===== config.mk =====
export PLATFORM = sky130hd
export DESIGN_NAME = gl_triangle_fifo
export DESIGN_NICKNAME = d
export VERILOG_FILES = /design/src/rtl/gl_triangle_fifo.sv
export SDC_FILE = /design/constraint.sdc
export NUM_CORES = 1
export LEC_CHECK = 0
export BUFFER_PORTS_ARGS = -buffer_cell sky130_fd_sc_hd__buf_2
export CORE_MARGIN = 8
export CORE_UTILIZATION = 60
export DETAILED_ROUTE_END_ITERATION = 10
export PLACE_DENSITY_LB_ADDON = 0.08
export SLEW_MARGIN = 20
export SYNTH_ARGS = -nofsm -noshare
export SYNTH_HDL_FRONTEND = slang
export SYNTH_SLANG_ARGS = --single-unit

===== constraint.sdc =====
create_clock -name clk -period 14.3 [get_ports clk]
set_input_delay 0 -clock clk [delete_from_list [all_inputs] [get_ports clk]]
set_output_delay 0 -clock clk [all_outputs]
set_load 0.01 [all_outputs]

===== src/rtl/gl_triangle_fifo.sv =====
// gl_triangle_fifo: gathers vertices into triangles, buffers up to DEPTH of
// them, and hands the oldest one to the rasterizer. A triangle stays stored
// (and counted) until the rasterizer flags it as done.
module gl_triangle_fifo #(
    parameter int VERTEX_TYPE_SIZE = 96,
    parameter int DEPTH            = 4,
    parameter int CNT_W            = 3
) (
    input  logic                        clk,
    input  logic                        rst,
    input  logic                        vtx_valid,
    input  logic [VERTEX_TYPE_SIZE-1:0] vtx_data,
    output logic                        vtx_ready,
    input  logic                        prim_restart,
    output logic                        fifo_ready,
    output logic [VERTEX_TYPE_SIZE-1:0] fifo_out1,
    output logic [VERTEX_TYPE_SIZE-1:0] fifo_out2,
    output logic [VERTEX_TYPE_SIZE-1:0] fifo_out3,
    input  logic                        raster_ready,
    output logic [CNT_W-1:0]            tri_count,
    output logic                        busy
);

    localparam int AW = $clog2(DEPTH);
    localparam int VW = VERTEX_TYPE_SIZE;
    localparam int TW = 3 * VERTEX_TYPE_SIZE;

    typedef enum logic [1:0] {
        IDLE  = 2'd0,
        ISSUE = 2'd1,
        BUSY  = 2'd2
    } state_t;

    state_t          state;
    state_t          state_next;
    logic            issue;

    logic [1:0]      vc;
    logic [VW-1:0]   stage0;
    logic [VW-1:0]   stage1;
    logic [TW-1:0]   mem [DEPTH];
    logic [AW-1:0]   wptr;
    logic [AW-1:0]   rptr;
    logic            rr_q;

    logic            vtx_take;
    logic            push;
    logic            rr_rise;
    logic            retire;

    // The third vertex may only land when a slot is free; the first two
    // vertices only touch the staging registers, so they are never stalled.
    assign vtx_ready = (vc != 2'd2) || (tri_count != CNT_W'(DEPTH));
    // A restart wins over a vertex arriving in the same cycle.
    assign vtx_take  = vtx_valid && vtx_ready && !prim_restart;
    assign push      = vtx_take && (vc == 2'd2);
    assign rr_rise   = raster_ready && !rr_q;
    assign retire    = (state == BUSY) && rr_rise;

    // Issue FSM next-state logic; retire only ever happens out of BUSY, so
    // IDLE never sees a same-cycle retire.
    always_comb begin
        state_next = state;
        issue      = 1'b0;
        case (state)
            IDLE: begin
                if (tri_count != '0) begin
                    issue      = 1'b1;
                    state_next = ISSUE;
                end
            end
            ISSUE: state_next = BUSY;
            BUSY: begin
                if (rr_rise) begin
                    state_next = IDLE;
                end
            end
            default: state_next = IDLE;
        endcase
    end

    // Control state: FSM, vertex counter, pointers, occupancy and output regs.
    always_ff @(posedge clk or posedge rst) begin
        if (rst) begin
            state      <= IDLE;
            vc         <= 2'd0;
            wptr       <= '0;
            rptr       <= '0;
            tri_count  <= '0;
            rr_q       <= 1'b0;
            fifo_ready <= 1'b0;
            busy       <= 1'b0;
            fifo_out1  <= '0;
            fifo_out2  <= '0;
            fifo_out3  <= '0;
        end else begin
            state      <= state_next;
            rr_q       <= raster_ready;
            fifo_ready <= issue;
            busy       <= (state_next == BUSY);

            if (prim_restart) begin
                vc <= 2'd0;
            end else if (vtx_take) begin
                vc <= (vc == 2'd2) ? 2'd0 : vc + 2'd1;
            end

            if (push) begin
                wptr <= wptr + AW'(1);
            end
            if (retire) begin
                rptr <= rptr + AW'(1);
            end

            case ({push, retire})
                2'b10:   tri_count <= tri_count + CNT_W'(1);
                2'b01:   tri_count <= tri_count - CNT_W'(1);
                default: tri_count <= tri_count;
            endcase

            if (issue) begin
                fifo_out1 <= mem[rptr][TW-1 -: VW];
                fifo_out2 <= mem[rptr][TW-VW-1 -: VW];
                fifo_out3 <= mem[rptr][VW-1:0];
            end
        end
    end

    // Vertex staging and triangle storage; pure data, no reset needed.
    always_ff @(posedge clk) begin
        if (vtx_take && (vc == 2'd0)) begin
            stage0 <= vtx_data;
        end
        if (vtx_take && (vc == 2'd1)) begin
            stage1 <= vtx_data;
        end
        if (push) begin
            mem[wptr] <= {stage0, stage1, vtx_data};
        end
    end

endmodule


== Word-level counts from Yosys, hierarchy flattened ==
Memory sizes are Yosys's and may differ from the RTL's. A register that Yosys moved wholly into a read port is not among the register bits.
Index checks and enable logic that the tools add are counted.
Operators by class
  add/subtract/negate cells: 5
  eq/ne operators: 9
  mux-type cells: 11
  reductions and logical operators: 15
Operator list (number)
  2-to-1 mux 2 bit: 5
  == test 2 bit (second input constant): 4
  logical AND 1 bit: 7
  adder 2 x 1 -> 2 bit (second input constant): 3
  == test 2 x 1 -> 1 bit (second input constant): 3
  case mux 2 bit (3 select lines): 1
  case mux 3 bit (2 select lines): 1
  logical NOT 2 bit: 2
  2-to-1 mux 1 bit: 4
  nonzero test 2 bit: 2
  adder 3 x 1 -> 3 bit (second input constant): 1
  inequality test 3 bit (second input constant): 1
  nonzero test 3 bit: 1
  subtractor 3 x 1 -> 3 bit (second input constant): 1
  logical NOT 1 bit: 2
  inequality test 2 bit (second input constant): 1
  logical OR 1 bit: 1
Word-level totals
  flip-flop bits (word level): 206
  bits in writable memories: 1152
  bits of input ports: 101
  output and inout bits: 294
  logic and storage cells: 51
  memories kept: 1
Memory list
  mem: words 4, width 288, read ports 1, clocked after Yosys merged registers in 1, wr ports 1, RTL line 41  | logic [TW-1:0] mem [DEPTH];

== Logic depth before layout (Yosys ltp) ==
  depth in word-level cells: 7
  mapped depth: 9
  gate-level depth less buffers: 9

== Worst setup path before layout ==
No wires, ideal clock.
  path type: flip-flop to flip-flop
  from: register vc[0]
  to: register stage0[0], enable pin
  setup time: 0.819 ns
  arrival time: 10.255 ns
  required time: 13.481 ns
  path slack: 3.227 ns
  stages on the path, launching flop included: 2
  buffers on the path: 0
  period minus slack after synthesis: 11.073 ns
  cell sequence: dfrtp_1 nor4b_1
Between the ends
  word-level cells in the longest chain between the ends: 5
  elaborated cells on any way between the ends: 6
  classes of those cells: 1 x eq/ne; 5 x reduce/logical
RTL lines
  start, declared: RTL line 38  | logic [1:0] vc;
  start signal, assigned: RTL line 105  | vc <= (vc == 2'd2) ? 2'd0 : vc + 2'd1;
  inequality test 2 bit: RTL line 53  | assign vtx_ready = (vc != 2'd2) || (tri_count != CNT_W'(DEPTH));
  logical OR 1 bit: RTL line 53
  logical AND 1 bit (2 in a row): RTL line 55  | assign vtx_take = vtx_valid && vtx_ready && !prim_restart;
  logical AND 1 bit *: RTL line 131  | if (vtx_take && (vc == 2'd0)) begin
  end signal, assigned: RTL line 132  | stage0 <= vtx_data;
  end, declared: RTL line 39  | logic [VW-1:0] stage0;
Mark *: on every way between the ends. The rest lies on a longest branch, timed or not.
A chain may end at the register's enable or synchronous reset.

==> flow_summary.ini <==
[run_status]
status = finished, final reports clean

[logic_synthesis]
synth_top_area_share_pct = 69.0
synth_mux_area_share_pct = 16.7
ys_seq_area_share_pct = 81.9
syn_area_um2 = 58500
synthTopCellsByArea = edfxtp_1 69%, dfrtp_1 13%, mux4_2 11%, mux2_2 5.6%, buf_2 0.47%
synth_area_leader_cell = edfxtp_1
synthXorXnorAreaFrac_pct = 0.0898
synth-compound-area-share_pct = 0.0171
syn_nets = 2472
ys_types = 25
synth_top_family_by_area = multiplexers
syn_area_per_cell_um2 = 24.7
synth_simple_gate_area_share_pct = 0.201
synth-seq-cells = 1646
syn_inst = 2365
synthAdderAreaFrac_pct = 0.141
yosysWarnings = 0

[place]
globalplace.congestion = 0.747
placed_cells_incl_taps = 3974
io_buffers = 394
hpwl_um = 65500

[clock_tree]
cts_buffer_depth = 3
cts_tree = built
h-tree-depth = 4
cts_made_buffers = 161
clkLatencyLatePin_ns = 0.74
root_buffer = clkbuf_16
path_clk_slew_ns = 0.06
cts_sinks = 1646

[setup_path]
worstPathCellList = buf_4 -> buf_4 -> buf_4 -> mux4_2 -> mux2_2
cp-end-kind = flip-flop
path_common_cell = buf_4
r2r_cells = 5
critPathLaunch = rptr[1]
cp.arrival_ns = 5.22
r2r-end = fifo_out1[33]
max_stage_delay_ns = 1.03
cp_slowest_cell = dfrtp_4
crit_fanout = 61
cp_top_family = buffers and inverters
critPathLaunchType = flip-flop
critPathKind = flip-flop to flip-flop
rrSetupSlack_ns = 9.69
critPathBufInv = 3
r2r_start = rptr[1]
worstPathRequired_ns = 14.91

[sta]
min_period_ns = 4.61
hold_viol_final = 0
timing.setup.tns_ns = 0
final-max-slew-violation-count = 0
post-route-period-util_pct = 32.2
fmax_mhz = 217
rsz0062_at_grt = no
finalSetupViolations = 0
worst_slew_pin_slew_ns = 0.989
slew_headroom_pct = 34.1
clock_skew_ns = 0.0193

[global_route]
grt_max_degree = 134
grt_pass1_wl_um = 178000
grtUsageTotal_pct = 22.0
grt_pass1_vias = 27606
antenna_found_initial = 11
grt-ovfl-total = 0

[run]
max_cap_viol_count = 0

[floorplanning]
start_util_pct = 60.5
rows = 114
fp.dieH_um = 328
die_area_um2 = 108000
dieWidth_um = 328
num_io_pins = 395
core_area_um2 = 96700

[cells_and_area]
final_common_cell = edfxtp_1
stdcell_count = 4389
layout_common_cells = 1344 x edfxtp_1, 394 x buf_2, 300 x dfrtp_1, 292 x mux2_2, 288 x mux4_2
n_fill_cell = 5762
synthToLayoutAreaGrowth_pct = 17.0
fin_util_pct = 70.8
final_layout_size_suffix_gt1_share_pct = 40.4
finalNetCount = 3080

[power]
power_density_nw_per_um2 = 198
p_leak_nw = 23.5
vdd_drop_max_mv = 0.163

[worst_hold_path]
holdCritStartpoint = vtx_data[71]
min_path_type = primary input to flip-flop
holdPathEnd = mem[1][71]
hold_depth = 2

[drt]
via_per_inst = 5.89
drt-initial-drc-count = 2019
final_antenna_net_count = 0
drt-pass1-iter-count = 7
vias = 25852
drt_wl_total_um = 118000
wl_per_cell_um = 26.8
drc = 0
## timing repair
item                      in CTS  in global routing
setup buffers                  0                  0
hold endpoints to repair     680                  0
resized for setup              0                  0
hold buffers                 112                  0
## worst max-delay path by stage
stage | slack, ns | depth (start not counted) | end
after global routing | 9.39 | 5 | fifo_out1[5]
final | 9.69 | 5 | fifo_out1[33]
after global placement | 9.62 | 6 | mem[1][130]
after detailed placement | 9.54 | 6 | mem[1][130]
after floorplan | 3.23 | 1 | stage0[0]
after CTS | 9.56 | 6 | mem[1][186]
## metal layers
metal	wire, um	up-vias	GRT usage, %
met3	7900	183	5.14
met1	48700	13838	30.9
li1	-	11000	-
met4	2710	14	6.24
met5	91	-	0
met2	58300	817	35.1
## Yosys cell counts (all sizes together)
master,number
a21oi,2
and2,4
and4bb,1
buf,86
clkbuf,10
dfrtp,302
edfxtp,1344
fa,1
ha,5
inv,8
mux2,292
mux2i,2
mux4,288
nand2,3
nor2,3
nor2b,1
nor3,3
nor3b,1
nor4b,1
nor4bb,2
xnor2,3
xor2,3
## final cells by class
| type | instances | area, um^2 | area share [%] |
|---|---|---|---|
| Sequential cell | 1646 | 47900 | 70.0 |
| Multi-Input combinational cell | 615 | 10100 | 14.7 |
| Clock buffer | 230 | 4630 | 6.76 |
| Timing Repair Buffer | 541 | 3450 | 5.04 |
| Tap cell | 1276 | 1600 | 2.33 |
| Clock inverter | 69 | 706 | 1.03 |
| Inverter | 8 | 37.5 | 0.0548 |
| Antenna cell | 4 | 10.0 | 0.0146 |
## registers in the layout, indices dropped and copies added, names as in the netlist, 2 cells and up
signal / count
mem: 1152
fifo_out3: 96
state: 2
fifo_out1: 96
wptr: 2
rptr: 2
stage1: 96
stage0: 96
tri_count: 3
fifo_out2: 96
vc: 2
## cell families after synthesis
family                     after synthesis
DFF                                   1646
AOI/OAI and AO/OA                        2
xor gates and xnor gates                 6
and+or+nand+nor                         19
muxes                                  582
adders and majority gates                6
buffers and inverters                  104
## power breakdown
group	internal (mW)	total, mW	switching, mW
sequential	5.69	6.10	0.408
clock	2.50	4.20	1.70
combinational	1.70	3.23	1.54
## through the flow
| step | area, um^2 | setup WS, ns | hold WS (ns) | total power, mW |
|---|---|---|---|---|
| global placement | 62000 | 9.62 | 0.146 | 9.41 |
| global route | 68400 | 9.39 | 0.0351 | 14.1 |
| floorplan | 58500 | 3.23 | 0.0314 | 8.33 |
| detailed placement | 62000 | 9.54 | 0.149 | 9.49 |
| CTS | 68400 | 9.56 | 0.00129 | 13.7 |
| finish | 68400 | 9.69 | 0.0618 | 13.5 |
(Power assumes the default switching activity.)
